===== src/rtl/park_forward.sv =====
// park_forward: forward Park transform for the FOC current loop.
// Rotates stationary-frame currents (Ialpha, Ibeta) by -theta into rotor-frame (Id, Iq).
// The rotation is an iterative CORDIC with one micro-rotation per clock and no multipliers
// in the loop. A single gain multiply at the end removes the CORDIC gain.
// Input packing: s_axis1 = {Ibeta, Ialpha}, s_axis2[15:0] = theta (65536 = 2*pi).
// Output packing: m_axis = {sext32(Iq), sext32(Id)}.
// Optional build macro PARK_FWD_SAT_EN: when defined, Id/Iq saturate to 16 bits;
// otherwise they wrap (two's-complement truncation to [15:0]).
module park_forward #(
  parameter int ITER     = 16,
  parameter int IW       = 20,
  parameter int GAIN_Q15 = 19898
) (
  input  logic        clk,
  input  logic        rst,
  input  logic        enable,
  input  logic        s_valid,
  output logic        s_ready,
  input  logic [31:0] s_axis1,
  input  logic [31:0] s_axis2,
  output logic        m_valid,
  output logic [63:0] m_axis
);

  // Datapath bits beyond the 18 needed for full-scale growth are used as fractional
  // guard bits, so the truncating shifts in the loop lose less precision.
  localparam int GUARD = IW - 18;
  localparam int SH    = 15 + GUARD;
  localparam int PW    = IW + 17;

  localparam logic [4:0]             LAST_ITER = 5'(ITER - 1);
  localparam logic signed [16:0]     Z_QTR     = 17'sd16384;
  localparam logic signed [16:0]     Z_HALF    = 17'sd32768;
  localparam logic signed [PW-1:0]   C_GAIN    = PW'(GAIN_Q15);
  localparam logic signed [PW-1:0]   C_RND     = PW'(1) <<< (SH - 1);

  typedef enum logic [1:0] {
    ST_IDLE,
    ST_PRE,
    ST_ROT,
    ST_GAIN
  } state_t;

  state_t               r_state;
  logic                 r_ready;
  logic                 r_mValid;
  logic [63:0]          r_mAxis;
  logic signed [IW-1:0] r_x;
  logic signed [IW-1:0] r_y;
  logic signed [16:0]   r_z;
  logic [4:0]           r_iter;

  logic                 w_accept;
  logic [15:0]          w_negTheta;
  logic signed [IW-1:0] w_xLoad;
  logic signed [IW-1:0] w_yLoad;
  logic signed [IW-1:0] w_xShift;
  logic signed [IW-1:0] w_yShift;
  logic signed [IW-1:0] w_xRot;
  logic signed [IW-1:0] w_yRot;
  logic signed [16:0]   w_atan;
  logic signed [16:0]   w_zRot;
  logic                 w_dPos;
  logic signed [PW-1:0] w_prodX;
  logic signed [PW-1:0] w_prodY;
  logic signed [PW-1:0] w_sumX;
  logic signed [PW-1:0] w_sumY;
  logic [15:0]          w_id16;
  logic [15:0]          w_iq16;
  logic                 w_unusedBits;

  // atan(2^-i) in angle units where 65536 = 2*pi, rounded to nearest
  function automatic logic signed [16:0] atanLut(input logic [4:0] idx);
    case (idx)
      5'd0:    atanLut = 17'sd8192;
      5'd1:    atanLut = 17'sd4836;
      5'd2:    atanLut = 17'sd2555;
      5'd3:    atanLut = 17'sd1297;
      5'd4:    atanLut = 17'sd651;
      5'd5:    atanLut = 17'sd326;
      5'd6:    atanLut = 17'sd163;
      5'd7:    atanLut = 17'sd81;
      5'd8:    atanLut = 17'sd41;
      5'd9:    atanLut = 17'sd20;
      5'd10:   atanLut = 17'sd10;
      5'd11:   atanLut = 17'sd5;
      5'd12:   atanLut = 17'sd3;
      5'd13:   atanLut = 17'sd1;
      5'd14:   atanLut = 17'sd1;
      default: atanLut = 17'sd0;
    endcase
  endfunction

  // Handshake and input unpacking; the upper half of s_axis2 carries nothing
  assign s_ready      = r_ready && enable;
  assign w_accept     = s_valid && s_ready;
  assign w_unusedBits = ^s_axis2[31:16];
  assign w_negTheta   = 16'd0 - s_axis2[15:0];
  assign w_xLoad      = $signed({{(IW-16){s_axis1[15]}}, s_axis1[15:0]}) <<< GUARD;
  assign w_yLoad      = $signed({{(IW-16){s_axis1[31]}}, s_axis1[31:16]}) <<< GUARD;

  // One CORDIC micro-rotation, steering the residual angle z toward zero
  assign w_atan   = atanLut(r_iter);
  assign w_dPos   = ~r_z[16];
  assign w_xShift = r_x >>> r_iter;
  assign w_yShift = r_y >>> r_iter;
  assign w_xRot   = w_dPos ? (r_x - w_yShift) : (r_x + w_yShift);
  assign w_yRot   = w_dPos ? (r_y + w_xShift) : (r_y - w_xShift);
  assign w_zRot   = w_dPos ? (r_z - w_atan)   : (r_z + w_atan);

  // Gain compensation with round-half-up, then removal of the guard bits
  assign w_prodX = PW'(r_x) * C_GAIN;
  assign w_prodY = PW'(r_y) * C_GAIN;
  assign w_sumX  = w_prodX + C_RND;
  assign w_sumY  = w_prodY + C_RND;

`ifdef PARK_FWD_SAT_EN
  localparam logic signed [PW-1:0] C_MAX = PW'(32767);
  localparam logic signed [PW-1:0] C_MIN = PW'(-32768);

  // Clamp a wide result into the int16 range
  function automatic logic [15:0] sat16(input logic signed [PW-1:0] v);
    if (v > C_MAX) begin
      sat16 = 16'h7FFF;
    end else if (v < C_MIN) begin
      sat16 = 16'h8000;
    end else begin
      sat16 = v[15:0];
    end
  endfunction

  assign w_id16 = sat16(w_sumX >>> SH);
  assign w_iq16 = sat16(w_sumY >>> SH);
`else
  assign w_id16 = 16'(w_sumX >>> SH);
  assign w_iq16 = 16'(w_sumY >>> SH);
`endif

  assign m_valid = r_mValid;
  assign m_axis  = r_mAxis;

  // Control FSM and datapath registers; everything freezes while enable is low
  always_ff @(posedge clk) begin
    if (rst) begin
      r_state  <= ST_IDLE;
      r_ready  <= 1'b0;
      r_mValid <= 1'b0;
      r_mAxis  <= '0;
      r_x      <= '0;
      r_y      <= '0;
      r_z      <= '0;
      r_iter   <= '0;
    end else begin
      r_mValid <= 1'b0;
      if (enable) begin
        case (r_state)
          ST_IDLE: begin
            if (w_accept) begin
              r_x     <= w_xLoad;
              r_y     <= w_yLoad;
              r_z     <= {w_negTheta[15], w_negTheta};
              r_ready <= 1'b0;
              r_state <= ST_PRE;
            end else begin
              r_ready <= 1'b1;
            end
          end
          ST_PRE: begin
            r_iter <= '0;
            if (r_z > Z_QTR) begin
              r_z <= r_z - Z_HALF;
              r_x <= -r_x;
              r_y <= -r_y;
            end else if (r_z < -Z_QTR) begin
              r_z <= r_z + Z_HALF;
              r_x <= -r_x;
              r_y <= -r_y;
            end
            r_state <= ST_ROT;
          end
          ST_ROT: begin
            r_x <= w_xRot;
            r_y <= w_yRot;
            r_z <= w_zRot;
            if (r_iter == LAST_ITER) begin
              r_state <= ST_GAIN;
            end else begin
              r_iter <= r_iter + 5'd1;
            end
          end
          ST_GAIN: begin
            r_mAxis  <= {{16{w_iq16[15]}}, w_iq16, {16{w_id16[15]}}, w_id16};
            r_mValid <= 1'b1;
            r_ready  <= 1'b1;
            r_state  <= ST_IDLE;
          end
          default: begin
            r_state <= ST_IDLE;
          end
        endcase
      end
    end
  end

endmodule


===== config.mk =====
export PLATFORM = sky130hd
export DESIGN_NAME = park_forward
export DESIGN_NICKNAME = d
export VERILOG_FILES = /design/src/rtl/park_forward.sv
export SDC_FILE = /design/constraint.sdc
export NUM_CORES = 1
export LEC_CHECK = 0
export ABC_AREA = 1
export ABC_CLOCK_PERIOD_IN_PS = 7350
export BUFFER_PORTS_ARGS = -buffer_cell sky130_fd_sc_hd__buf_2
export CORE_MARGIN = 5
export CORE_UTILIZATION = 40
export CTS_CLUSTER_DIAMETER = 120
export DETAILED_ROUTE_END_ITERATION = 6
export GPL_ROUTABILITY_DRIVEN = 1
export GPL_TIMING_DRIVEN = 0
export SETUP_SLACK_MARGIN = 0.05
export SLEW_MARGIN = 20
export SYNTH_ARGS = -nofsm -noshare
export SYNTH_HDL_FRONTEND = slang
export SYNTH_SLANG_ARGS = --single-unit
export TNS_END_PERCENT = 1

===== constraint.sdc =====
create_clock -name clk -period 7.35 [get_ports clk]
set_input_delay 1.47 -clock clk [delete_from_list [all_inputs] [get_ports clk]]
set_output_delay 1.47 -clock clk [all_outputs]
set_load 0.05 [all_outputs]

# Word level (Yosys, flattened, before mapping)
# Memories as Yosys holds them, arrays and structs flattened. A register that Yosys moved wholly into a read port is not among the register bits.
# Index checks and enable logic that the tools add are counted.
dict set report classes {
  n_eq_ne 8
  add_sub_neg 14
  magnitude_cmp 2
  n_mul 2
  n_mux 26
  reduce_logical 12
  shift 2
  bitwise_logic 1
}
# op count
set op_table {}
lappend op_table {{$mux 20} 8}
lappend op_table {{$pmux 20 s3} 2}
lappend op_table {{$mux 17} 5}
lappend op_table {{$add 33x18->33 const B} 2}
lappend op_table {{$mul 20x15->32 const B} 2}
lappend op_table {{$pmux 17 s3} 1}
lappend op_table {{$add 20x20->20} 2}
lappend op_table {{$neg 20->20} 2}
lappend op_table {{$sshr 20x5->20} 2}
lappend op_table {{$sub 20x20->20} 2}
lappend op_table {{$add 17x17->17} 1}
lappend op_table {{$add 17x17->17 const B} 1}
lappend op_table {{$gt 17x16->1 const B} 1}
lappend op_table {{$lt 17x15->1 const B} 1}
lappend op_table {{$sub 17x17->17} 1}
lappend op_table {{$sub 17x17->17 const B} 1}
lappend op_table {{$sub 1x16->16 const A} 1}
lappend op_table {{$pmux 5 s2} 1}
lappend op_table {{$mux 4} 2}
lappend op_table {{$pmux 2 s4} 1}
lappend op_table {{$ne 2x2->1 const B} 3}
lappend op_table {{$reduce_and 3->1} 2}
lappend op_table {{$add 5x1->5 const B} 1}
lappend op_table {{$eq 5x4->1 const B} 1}
lappend op_table {{other kinds (15)} 21}
dict set report word_totals {
  output_inout_bits 66
  mem_bits_ro 224
  input_bits 68
  wordCells 76
  mem_count 1
  reg_bits 114
}
# name depth width read_ports rd_ports_with_merged_regs wr line
set memory_table {}
lappend memory_table {{(name not given)} 16 14 1 1 0 74} ;# case (idx)

# Depth between registers and ports, before layout
dict set report depth {
  ltp_word 5
  ltp_mapped 33
  mapped_depth_nobuf 33
}

# Least setup slack after synthesis
# OpenSTA, ideal clock, no wires.
dict set report synth_path {
  kind {register to register}
  start {register r_x[9]}
  end {register r_mAxis[31] (netlist: m_axis[31])}
  synth_period_minus_slack_ns 5.787
  path_stages_with_launch 28
  t_required_ns 7.241
  setup_ns 0.109
  path_buffers 0
  arrival_time_ns 5.678
  slack_ns 1.563
  path_cell_list {dfxtp_1 -> inv_1 -> ha_1 -> inv_1 -> fa_1 -> inv_1 -> fa_1 -> fa_1 -> fa_1 -> inv_1 -> fa_1 -> inv_1 -> ha_1 -> nand2_2 -> nor4_2 -> nand2_1 -> nand2_1 -> xor2_2 -> ha_1 -> inv_1 -> nor2_4 -> inv_2 -> nor3_4 -> nand3_1 -> nand2_1 -> nand3_1 -> nand2_1 -> inv_1}
}
dict set report synth_via {
  elab_chain_cells 2
}
# item line
set synth_lines {}
lappend synth_lines {{start, declared} 48} ;# logic signed [IW-1:0] r_x;
lappend synth_lines {{start signal, assigned} 159} ;# r_x <= w_xLoad;
lappend synth_lines {{start signal, assigned} 172} ;# r_x <= -r_x;
lappend synth_lines {{start signal, assigned} 176} ;# r_x <= -r_x;
lappend synth_lines {{$mul 20x15->32} 112} ;# assign w_prodX = PW'(r_x) * C_GAIN;
lappend synth_lines {{$add 33x18->33} 114} ;# assign w_sumX = w_prodX + C_RND;
lappend synth_lines {{end signal, assigned} 192} ;# r_mAxis <= {{16{w_iq16[15]}}, w_iq16, {16{w_id16[15]}}, w_id16};
lappend synth_lines {{end, declared} 47} ;# logic [63:0] r_mAxis;
# Every way passes these cells.
# A chain may end at the register's enable or synchronous reset.

# Final worst setup path
dict set report layout_path {
  start {register r_x[6]}
  end {register r_mAxis[14] (netlist: m_axis[14])}
}
# The elaborated chain is that of the path after synthesis.

==> flow_metrics.tcl <==
set metrics [dict create \
    routedWlPerCell_um 18.2 \
    grt_pass1_wl_um 131000 \
    min_path_type "reg -> reg" \
    num_rows 93 \
    grt_usage_pct 23.7 \
    drc 0 \
    dieHeight_um 264 \
    clockBufferDepth 2 \
    clkSlewWorstSetupHoldPaths_ns 0.09 \
    synthCells 3633 \
    syn_nets 4302 \
    syn-cell-area_sq_mm 0.0258 \
    synth.distinct_cells 70 \
    cts_root_buf "clkbuf_16" \
    io_pins 134 \
    outcome "completed" \
    die_w_um 264 \
    grt_start_max_net_pins 20 \
    fin_ws_ns 0.512 \
    cp-startpoint "r_x[6]" \
    min-delay-start "r_ready" \
    yosysTopAreaCell "fa_1" \
    skew_ns 0.00951 \
    cts.htree.levels 3 \
    ant_nets 0 \
    ir_drop_uv 192 \
    gp_congestion 1.03 \
    rsz0062_at_grt "false" \
    arrival_ns 7.14 \
    cp.depth 26 \
    routed_wl_um 84300 \
    synth-edff-count 0 \
    cts_tree "yes" \
    critPathLaunchType "register" \
    critical-path-top-delay-family "adder cells" \
    synthTopCellsByArea "fa_1 (21%), ha_1 (16%), inv_1 (11%)" \
    crit_type "reg -> reg" \
    powerDensity_mw_per_mm2 412 \
    ys_warn_count 0 \
    timing.fmax_ghz 0.146 \
    r2r_start "r_x[6]" \
    drtIter0Drc 1875 \
    required_ns 7.65 \
    max-slew-margin-rel_pct 26.3 \
    hold_path_depth 2 \
    synth_top_area_share_pct 20.8 \
    leakage_uw 0.0150 \
    synth_ff_type "dfxtp_1" \
    final_max_slew_viol_count 0 \
    vias_per_cell 5.14 \
    overflow 0 \
    yosysSeqAreaShare_pct 8.70 \
    cp_max_fo 11 \
    maxCapViolations 0 \
    portBuffers 117 \
    crit_path_end_kind "register" \
    vias 23700 \
    finalNetCount 4430 \
    syn_area_per_cell_sq_um 7.09 \
    postCtsHoldBufs 0 \
    setup_viol 0 \
    grt_antenna_before_repair 2 \
    drive_above_1_share_pct 9.45 \
    start_util_pct 40.2 \
    cts_setup_buffers 0 \
    slowest_delay_ns 0.82 \
    cp_slowest_cell "dfxtp_1" \
    grt_pass1_vias 22800 \
    dr.pass1.iters 5 \
    fin_tns_setup_ns 0 \
    layout_min_cycle_time_ns 6.84 \
    n_antenna_cell 0 \
    worstSkewPairLatency_ns 0.41 \
    placeableCoreArea_sq_mm 0.0641 \
    r2r_slack_ns 0.51 \
    fin_crit_sh_pct 93.0 \
    cts_sinks 112 \
    dpl_worst_slack_ns 0.566 \
    design.die.area_sq_mm 0.0696 \
    async_flop_share_pct 0 \
    utilization_pct 43.2 \
    cts_resized 0 \
    synth-seq-cells 112 \
    areaGrowthSynthToFinish_pct 7.58 \
    numCtsBuffers 9 \
    hold_viol 0 \
    worstMarginPinSlew_ns 1.11 \
    path_buf_inv 6 \
    dp.final_hpwl_um 71000 \
    reg2regPathDepth 26 \
]
## where the power goes
group / switching [uW] / internal [uW] / total (uW)
clock: 292 / 255 / 548
sequential: 205 / 682 / 888
combinational: 6590 / 3370 / 9970
total: 7090 / 4310 / 11400
## synth_stat cells, types with 36 or more instances
| library cell | number |
|---|---|
| ha_1 | 334 |
| xor2_1 | 64 |
| nand2_1 | 589 |
| a21oi_1 | 259 |
| o21ai_0 | 222 |
| nor2_1 | 234 |
| buf_4 | 42 |
| fa_1 | 267 |
| clkbuf_1 | 39 |
| dfxtp_1 | 112 |
| nand3_1 | 236 |
| o21ai_1 | 36 |
| inv_1 | 786 |
## final timing paths
path / endpoint
worst max-delay path: m_axis[14]
worst min-delay path: r_ready
worst max register to register: m_axis[14]
worst min register to register: r_ready
## layout by cell type (no fill, tap or decap), drive strengths merged, types with 31 or more instances in the layout
master,instances
nor3,32
clkbuf,52
nand3,249
buf,194
inv,809
nand2,623
dfxtp,112
fa,267
nor2,256
a21oi,263
o21ai,268
ha,334
nand4,34
a31oi,31
xor2,74
## worst min-delay path, stage by stage (launching register included)
cell and delay, ns:
dfxtp_1 0.32, o21ai_0 0.06, a21oi_1 0.06
## area by class of cell
class	count	area [sq um]
Tap cell	855	1070
Clock inverter	5	43.8
Inverter	807	3030
Clock buffer	11	253
Fill cell	6724	36400
Buffer	118	728
Timing Repair Buffer	117	586
Multi-Input combinational cell	2596	19800
Sequential cell	112	2240
## metal layers
layer	share of wire [%]	vias to the layer above	wire length [um]	GRT usage [%]
li1	-	11800	-	-
met4	2.8	0	2330	6.06
met5	0	-	0	0
met3	5.3	87	4510	2.42
met1	46	11300	39100	33.6
met2	46	631	38400	38.8
## through the flow
step	power, uW	instance area, sq um	std cells	hold slack, ns
detailed placement	10800	27400	4605	0.470
floorplan	8400	25800	3633	0.454
CTS	11400	27700	4621	0.484
finish	11400	27700	4621	0.484
global route	12800	27700	4621	0.531
global placement	10700	27400	4605	0.476
## cells by family after synthesis
kind of cell | after synthesis | synth area share (%)
AND/OR/NAND/NOR | 1236 | 21.5
buffers and inverters | 925 | 14.6
AO/OA/AOI/OAI | 655 | 14.3
adder cells (fa/ha/maj) | 601 | 37.0
flip-flops | 112 | 8.70
XOR/XNOR | 101 | 3.81
multiplexers | 3 | 0.117
Note: power is estimated with default switching activity, not from simulation.
